## config.mk

```make
export PLATFORM = sky130hd
export DESIGN_NAME = pad_seq
export DESIGN_NICKNAME = d
export VERILOG_FILES = /design/src/rtl/pad_seq.sv
export SDC_FILE = /design/constraint.sdc
export NUM_CORES = 1
export LEC_CHECK = 0
export CAP_MARGIN = 20
export CORE_MARGIN = 4
export CORE_UTILIZATION = 50
export CTS_CLUSTER_SIZE = 30
export DETAILED_ROUTE_END_ITERATION = 6
export PLACE_DENSITY_LB_ADDON = 0.15
export SYNTH_ARGS = -nofsm -noshare
export SYNTH_HDL_FRONTEND = slang
export SYNTH_SLANG_ARGS = --single-unit
```

## constraint.sdc

```tcl
create_clock -name clk -period 3.4 [get_ports clk]
set_input_delay 0.68 -clock clk [delete_from_list [all_inputs] [get_ports clk]]
set_output_delay 0.68 -clock clk [all_outputs]
set_load 0.02 [all_outputs]
```

## src/rtl/pad_seq.sv

```systemverilog
// Padding sequencer: passes message words, then selects pad, zero and length
// words on pktmux so each padded message ends on a BLK-word boundary.
module pad_seq #(
  parameter int w   = 64,
  parameter int BLK = 16
) (
  input  logic         clk,
  input  logic         rst_b,
  input  logic         in_valid,
  input  logic         in_last,
  output logic         in_ready,
  input  logic         out_ready,
  output logic         out_valid,
  output logic         pad_pkt,
  output logic         zero_pkt,
  output logic         mgln_pkt,
  output logic [w-1:0] msg_len,
  output logic         blk_end,
  output logic         done
);

  localparam int IW = (BLK > 1) ? $clog2(BLK) : 1;
  localparam logic [IW-1:0] LAST = IW'(BLK - 1);
  localparam logic [w-1:0]  WLEN = w'(w);

  typedef enum logic [2:0] {
    IDLE,
    MSG,
    PAD,
    ZERO,
    LEN
  } state_t;

  state_t        state_q, state_d;
  logic [IW-1:0] idx_q, idx_d;
  logic [w-1:0]  len_q, len_d;
  logic          done_q, done_d;

  logic          acc;
  logic [IW-1:0] idx_inc;

  assign idx_inc = (idx_q == LAST) ? '0 : idx_q + 1'b1;
  assign acc     = out_valid && out_ready;
  assign blk_end = acc && (idx_q == LAST);
  assign msg_len = len_q;
  assign done    = done_q;

  always_comb begin
    state_d   = state_q;
    idx_d     = idx_q;
    len_d     = len_q;
    done_d    = 1'b0;
    out_valid = 1'b1;
    in_ready  = 1'b0;
    pad_pkt   = 1'b0;
    zero_pkt  = 1'b0;
    mgln_pkt  = 1'b0;
    unique case (state_q)
      IDLE, MSG: begin
        out_valid = in_valid;
        in_ready  = out_ready;
        if (acc) begin
          idx_d   = idx_inc;
          len_d   = (state_q == IDLE) ? WLEN : len_q + WLEN;
          state_d = in_last ? PAD : MSG;
        end
      end
      PAD, ZERO: begin
        pad_pkt  = (state_q == PAD);
        zero_pkt = (state_q == ZERO);
        if (acc) begin
          idx_d   = idx_inc;
          state_d = (idx_inc == LAST) ? LEN : ZERO;
        end
      end
      LEN: begin
        mgln_pkt = 1'b1;
        if (acc) begin
          idx_d   = '0;
          done_d  = 1'b1;
          state_d = IDLE;
        end
      end
      default: begin
        state_d = IDLE;
        idx_d   = '0;
      end
    endcase
  end

  always_ff @(posedge clk or negedge rst_b) begin
    if (!rst_b) begin
      state_q <= IDLE;
      idx_q   <= '0;
      len_q   <= '0;
      done_q  <= 1'b0;
    end else begin
      state_q <= state_d;
      idx_q   <= idx_d;
      len_q   <= len_d;
      done_q  <= done_d;
    end
  end

endmodule

```

# Yosys cells after proc, flatten, opt, wreduce, memory -nomap -nowiden
# Index checks and enable logic that the tools add are counted.
# word_totals
reg_bits	72
input_bits	5
output_inout_bits	71
wordCells	43
# classes
n_addsub	2
n_eq_ne	10
mux	18
n_reduce_logical	9
# ops
op	count
$add 64x7->64 const B	1
$mux 64	1
$mux 3	4
$mux 4	3
$pmux 3 s3	1
$eq 4x4->1 const B	2
$pmux 4 s2	1
$mux 1	7
$eq 3x2->1 const B	2
$ne 2x2->1 const B	3
$add 4x1->4 const B	1
$reduce_and 2->1	2
$reduce_or 2->1	2
$reduce_or 4->1	1
$eq 3x1->1 const B	1
$eq 3x3->1 const B	1
$logic_not 3->1	1
$reduce_and 3->1	1
$logic_and 1x1->1	2
$mux 2	1
$ne 2x1->1 const B	1

# Logic depth before layout (Yosys ltp)
# Gate-level depths: netlist of the first run.
# logic_depth
ltp_word	6
depth_mapped	7
mapped_depth_nobuf	6

# Worst setup path after synthesis of the first run
# Ideal clock, no wire load.
# synth_timing
path_type	input to register
startpoint	input port out_ready
endpoint	register len_q[49], in the netlist msg_len[49]
setup_ps	78
arrival_ps	2305
t_required_ps	3322
path_slack_ps	1017
stages	5
n_path_buf	0
path_cell_list	nor3b_1 -> and2_1 -> nand3_1 -> or4_1 -> a21oi_1
# synth_between
elab_chain_cells	2
# synth_rtl
element	line_no	text
start, declared	12	input logic out_ready,
$logic_and 1x1->1	43	assign acc = out_valid && out_ready;
$reduce_and 2->1 (no line)	--	
end signal, assigned	100	len_q <= len_d;
end, declared	36	logic [w-1:0] len_q, len_d;
# No other way between the ends.
# A chain may end at the register's enable or synchronous reset.

# Worst setup path after layout of the first run
# layout_timing
startpoint	input port out_ready
endpoint	output port in_ready
# layout_between
elab_chain_cells	1
# layout_rtl
element	line_no	text
$mux 1	58	unique case (state_q)
end, declared	11	output logic in_ready,
# No other way between the ends.

==> results of run 1 <==
## worst max-delay path by stage
| stage | start | cells after the start | endpoint | slack (ns) |
|---|---|---|---|---|
| 2_1_floorplan | out_ready | 5 | msg_len[49]$_DFFE_PN0P_ | 1.02 |
| 3_3_place_gp | out_ready | 6 | msg_len[59]$_DFFE_PN0P_ | 0.44 |
| 3_5_place_dp | out_ready | 8 | msg_len[58]$_DFFE_PN0P_ | 0.33 |
| 4_1_cts | out_ready | 3 | in_ready | 0.45 |
| 5_1_grt | out_ready | 3 | in_ready | 0.34 |
| 6_report | out_ready | 3 | in_ready | 0.47 |
## where the power goes
part / leakage (nW) / internal, mW / total [mW] / switching [mW]
clock: 0.0827 / 0.256 / 0.536 / 0.281
sequential: 0.821 / 0.848 / 0.977 / 0.129
combinational: 1.03 / 0.245 / 0.564 / 0.318
total: 1.93 / 1.35 / 2.08 / 0.728
## cells in the mapped netlist (11+ instances only)
cell type / number
xor2_1: 14
nand3_1: 36
nand2_1: 39
nor3_1: 11
clkbuf_1: 13
dfrtp_1: 66
inv_1: 12
a21oi_1: 24
or3_1: 17
nand4_1: 24
nor2_1: 34
o21ai_0: 30
## metrics by stage
| stage | std cells | hold WS (ns) | area [µm²] |
|---|---|---|---|
| detailed placement | 595 | 0.554 | 4660 |
| global placement | 595 | 0.533 | 4660 |
| global route | 610 | 0.598 | 4810 |
| CTS | 610 | 0.554 | 4810 |
| finish | 610 | 0.531 | 4810 |
| floorplan | 438 | 0.384 | 3870 |
## layer usage
metal / track usage (%) / part of all wire, % / vias to the layer above
met5: 0 / 0 / -
met4: 8.77 / 1.6 / 0
met3: 3.60 / 6.5 / 21
met2: 36.5 / 47 / 152
met1: 33.1 / 45 / 1740
li1: - / - / 1749
## flip-flops by register name (all words and copies together), names as in the netlist
name,flops
msg_len,58
idx_q,4
state_q,3
done,1
## worst register-to-register path: stages (launching register included)
cell and delay, ns:
dfrtp_1 0.45, ha_1 0.25, nand3_1 0.29, nor4_4 0.57
nand4_2 0.32, or4_1 0.53, a21oi_1 0.14
## cells by family after synthesis
kind of cell,Yosys count
simple gates,217
flops,66
buf+inv,35
xor+xnor,15
other cells,1
mux,8
compound gates,88
fa+ha+maj,3
## final cells by class
type / instances / area, µm²
inverters: 12 / 45.0
clock buffers: 11 / 131
well taps: 99 / 124
repair buffers: 81 / 776
flip-flops and latches: 66 / 1650
clock inverters: 4 / 20.0
multi-input cells: 337 / 2060
fillers: 656 / 2560
==> qor.yml, run 1 <==
floorplan.die_area_um2: 9160
design.core.area_um2: 7370
final.setup.worst_slack_ns: 0.471
postCtsSetupBuffers: 0
critPathKind: "primary input to primary output"
gp_congestion: 0.868
share_of_synthesized_flip_flops_with_an_asynchronous_set_or_reset_pct: 100
p_total_mw: 2.08
drc: 0
design.portCount: 76
timing.hold.worst.class: "primary input to async pin"
preCtsSetupSlack_ns: 0.327
clkSlewWorstSetupHoldPaths_ns: 0.07
category_of_the_worst_setup_path_capture_point: "primary output"
fin_crit_sh_pct: 86.1
max_freq_mhz: 341
area_growth_syn_to_layout_pct: 24.9
cts_tree: "yes"
number_of_distinct_library_cells_after_synthesis: 53
drive_above_1_share_pct: 8.22
grt_pass1_vias: 3457
clock_path_buffers: 2
synth-compound-area-share_pct: 13.9
postSynthAreaPerCell_um2: 8.89
timing.rr.start: "msg_len[6]$_DFFE_PN0P_"
outcome: "finished, final reports clean"
drt_first_pass_iters: 5
synth_simple_gate_area_share_pct: 32.5
reg2reg_setup_slack_ns: 0.77
maxCapViolCount: 0
synth.top_cells.by_area: "dfrtp_1, nand3_1, nand4_1"
register_to_register_path_depth: 6
cts_hold_buffers: 0
mostFrequentLayoutCell: "clkdlybuf4s50_1"
via_count: 3662
crit_chain: "clkdlybuf4s50_1 > nor3b_1 > clkdlybuf4s50_1"
global_route.overflow_total: 0
synth_flop_cell: "dfrtp_1"
synth-edff-count: 0
synthDominantCellAreaShare_pct: 42.9
grt_antenna_before_repair: 0
cts_htree_levels: 3
remaining_antenna_violation_count_after_routing: 0
start_util_pct: 52.2
cpPeakStageDelay_ns: 0.67
netlist.top_cell.by_area: "dfrtp_1"
cellLeakagePower_nw: 1.93
clkLatencyLatePin_ns: 0.34
finish.utilization_pct: 65.2
grt_first_pass_wirelength_mm: 17.0
startpoint_type: "primary input"
pin_count_of_the_biggest_net_entering_global_routing: 67
setup_viol: 0
path_delay_family: "buffers and inverters"
worst_r2r_endpoint: "msg_len[60]$_DFFE_PN0P_"
rsz_0062_raised_after_global_routing: "no"
postSynthRegisterBits: 66
global_route.usage.total_pct: 23.5
maxSlewViolCount: 0
totalNegativeSetupSlack_ns: 0
synth_adder_area_share_pct: 0.976
critical-path-top-cell-by-count: "clkdlybuf4s50_1"
synthMuxAreaShare_pct: 2.11
layout_common_cells: "clkdlybuf4s50_1, dfrtp_1, nand2_1"
rows: 31
synthesis_warning_total: 0
mappedNetlistArea_um2: 3850
slew_headroom_pct: 43.4
power_per_cell_area_nw_per_um2: 432
report.final.hold_viol_count: 0
avgRoutedWirePerCell_um: 16.6
chipWidth_um: 95.7
cts_buffers: 9
die_height_um: 95.7
synth-seq-area-share_pct: 42.9
drt_iter0_drc: 326
final_skew_ns: 0.00860
vias_per_cell: 6.00
finalWorstPathRequiredPeriod_ns: 2.93
critical_path.max_fanout: 8
clockRootBuffer: "clkbuf_8"
irDropWorstVdd_mv: 0.429
routed_wirelength_mm: 10.1
design.final.nets: 515
tightest_slew_ns: 0.849
cts_resized: 0
arrival_ns: 2.25
buffer_ports.inserted: 69
tritoncts_num_sinks: 66
combinational_family_with_the_most_area_after_synthesis: "simple AND/OR/NAND/NOR gates"
antennaDiodeCount: 0
synth_xor_area_share_pct: 3.41
worst_path_max_delay_cell: "clkdlybuf4s50_1"
crit_buf_inv: 2
detailed_place_hpwl_mm: 7.21
critical_path_required_ns: 2.72
synthesis.instances: 433
(Power assumes the default switching activity.)
==> run 2, diff against run 1 <==
--- a/config.mk
+++ b/config.mk
@@ -11,6 +11,7 @@
 export CTS_CLUSTER_SIZE = 30
 export DETAILED_ROUTE_END_ITERATION = 6
 export PLACE_DENSITY_LB_ADDON = 0.15
+export REMOVE_ABC_BUFFERS = 1
 export SYNTH_ARGS = -nofsm -noshare
 export SYNTH_HDL_FRONTEND = slang
 export SYNTH_SLANG_ARGS = --single-unit
==> run 2 against run 1 <==
  * Sequential cell count unchanged
  * Register-to-register slack improved by 0.05 ns
  * Sequential power decreased by 2%
  * Routed wire length about the same
  * Clock power increased by 29%
  * Setup slack improved by 0.046 ns
  * Cell area increased by 1.2%
  * Global-route usage decreased by 0.35 points
  * Via count increased by 1.3%
  * Maximum frequency increased by 1.6%
  * Critical path type unchanged
  * Largest power group unchanged
==> qor.yml, run 2 (synthesized netlist as in run 1, its figures left out) <==
global_route.overflow_total: 0  # unchanged
chipWidth_um: 95.7  # unchanged
cts_hold_buffers: 0  # unchanged
worst_path_max_delay_cell: "clkdlybuf4s50_1"
power.switching_mw: 0.745  # +2.3%
start_util_pct: 52.2  # unchanged
crit_chain: "clkdlybuf4s50_1 > nor3b_1 > clkdlybuf4s50_1"
startpoint_type: "primary input"
drt_iter0_drc: 236  # -28%
p_total_mw: 2.24  # +7.7%
drc: 0  # unchanged
timing.hold.worst.class: "primary input to async pin"
postCtsSetupBuffers: 0  # unchanged
final.setup.worst_slack_ns: 0.517  # +0.0458 ns
tritoncts_num_sinks: 66  # unchanged
worst_r2r_endpoint: "msg_len[60]$_DFFE_PN0P_"
finish.utilization_pct: 66.0  # +0.78 points
maxSlewViolCount: 0  # unchanged
timing.rr.start: "msg_len[6]$_DFFE_PN0P_"
register_to_register_path_depth: 6  # unchanged
tightest_slew_ns: 0.786  # -0.0632 ns
placed_area_um2: 4660  # +0.11%
flip_flop_count_of_the_largest_register_after_layout: 58  # unchanged
fin_crit_sh_pct: 84.8  # -1.3 points
design.final.nets: 514  # -0.19%
grt_antenna_before_repair: 0  # unchanged
rsz_0062_raised_after_global_routing: "no"
buffer_ports.inserted: 69  # unchanged
cts_htree_levels: 3  # unchanged
category_of_the_worst_setup_path_capture_point: "primary output"
via_count: 3711  # +1.3%
critPathKind: "primary input to primary output"
power_per_cell_area_nw_per_um2: 460  # +6.5%
critical_path.max_fanout: 8  # unchanged
mostFrequentLayoutCell: "clkdlybuf4s50_1"
grt_pass1_vias: 3428  # -0.84%
cellLeakagePower_nw: 1.95  # +1.2%
irDropWorstVdd_mv: 0.331  # -23%
arrival_ns: 2.20  # -0.05 ns
critical_path_required_ns: 2.72  # about the same
reg2reg_setup_slack_ns: 0.82  # +0.05 ns
preCtsSetupSlack_ns: 0.420  # +0.0929 ns
share_seq_of_total_power_pct: 42.8  # -4.2 points
cts_tree: "yes"
antennaDiodeCount: 0  # unchanged
cpPeakStageDelay_ns: 0.65  # -0.02 ns
power.clock.fraction_pct: 30.9  # +5.1 points
report.final.hold_viol_count: 0  # unchanged
cts_resized: 0  # unchanged
setup_viol: 0  # unchanged
global_route.usage.total_pct: 23.1  # -0.35 points
power.switching_fraction_pct: 33.3  # -1.8 points
detailed_place_hpwl_mm: 7.15  # -0.89%
slew_headroom_pct: 47.2  # +3.8 points
critical-path-top-cell-by-count: "clkdlybuf4s50_1"
remaining_antenna_violation_count_after_routing: 0  # unchanged
layout_common_cells: "clkdlybuf4s50_1, dfrtp_1, nand2_1"
internal_power_mw: 1.49  # +11%
floorplan.die_area_um2: 9160  # unchanged
finalWorstPathRequiredPeriod_ns: 2.88  # -0.0458 ns
drive_above_1_share_pct: 8.24  # +0.016 points
design.core.area_um2: 7370  # unchanged
final_skew_ns: 0.0118  # +0.00324 ns
die_height_um: 95.7  # unchanged
vias_per_cell: 6.09  # +1.5%
comb_power_share_pct: 26.2  # -0.9 points
routed_wirelength_mm: 10.1  # about the same
maxCapViolCount: 0  # unchanged
rows: 31  # unchanged
outcome: "finished, final reports clean"
clock_path_buffers: 2  # unchanged
gp_congestion: 0.893  # +2.9%
totalNegativeSetupSlack_ns: 0  # unchanged
clockRootBuffer: "clkbuf_8"
area_growth_syn_to_layout_pct: 26.4
clkLatencyLatePin_ns: 0.35  # about the same
final_design_area_no_fill_um2: 4860  # +1.2%
avgRoutedWirePerCell_um: 16.6  # +0.21%
grt_first_pass_wirelength_mm: 16.8  # -1.1%
pin_count_of_the_biggest_net_entering_global_routing: 35  # -48%
clkSlewWorstSetupHoldPaths_ns: 0.07  # about the same
drt_first_pass_iters: 5  # unchanged
design.portCount: 76  # unchanged
cts_buffers: 9  # unchanged
max_freq_mhz: 347  # +1.6%
-- run 2: worst max-delay path by stage --
stage / start / end / slack [ns] / cells after the start
5_1_grt: out_ready / in_ready / 0.44 / 3
6_report: out_ready / in_ready / 0.52 / 3
2_1_floorplan: out_ready / msg_len[38]$_DFFE_PN0P_ / 0.002 / 4
3_3_place_gp: out_ready / msg_len[59]$_DFFE_PN0P_ / 0.48 / 7
4_1_cts: out_ready / in_ready / 0.52 / 3
3_5_place_dp: out_ready / msg_len[59]$_DFFE_PN0P_ / 0.42 / 7
-- run 2: cell type report --
cell class / instances / area (µm²)
fillers: 622 / 2500
multi-input cells: 337 / 2060
flip-flops and latches: 66 / 1650
repair buffers: 80 / 781
clock buffers: 13 / 169
well taps: 99 / 124
inverters: 12 / 45.0
clock inverters: 2 / 35.0
-- run 2: through the flow --
step           hold WS (ns)  cells
6_report              0.402    609
5_1_grt               0.472    609
4_1_cts               0.430    609
3_5_place_dp          0.534    594
3_3_place_gp          0.535    594
2_1_floorplan         0.384    415
-- run 2: power by group through the flow --
stage	Combinational (mW)	Clock, mW	Sequential [mW]
floorplan	0.311	0	1.00
global placement	0.569	0	0.968
detailed placement	0.585	0	0.973
CTS	0.590	0.703	0.958
global route	0.648	0.736	0.973
finish	0.587	0.692	0.959
-- run 2: per-layer routing --
layer	vias up	track usage, %	part of all wire (%)
met3	14	3.52	6.2
met2	135	37.3	48
met1	1811	31.6	45
met5	-	0	0
li1	1751	-	-
met4	0	8.18	1.5
-- run 2: critical path, delay by kind of cell --
family                 cells  cell delay [ns]
buffers and inverters      2             1.26
AND/OR/NAND/NOR            1             0.26
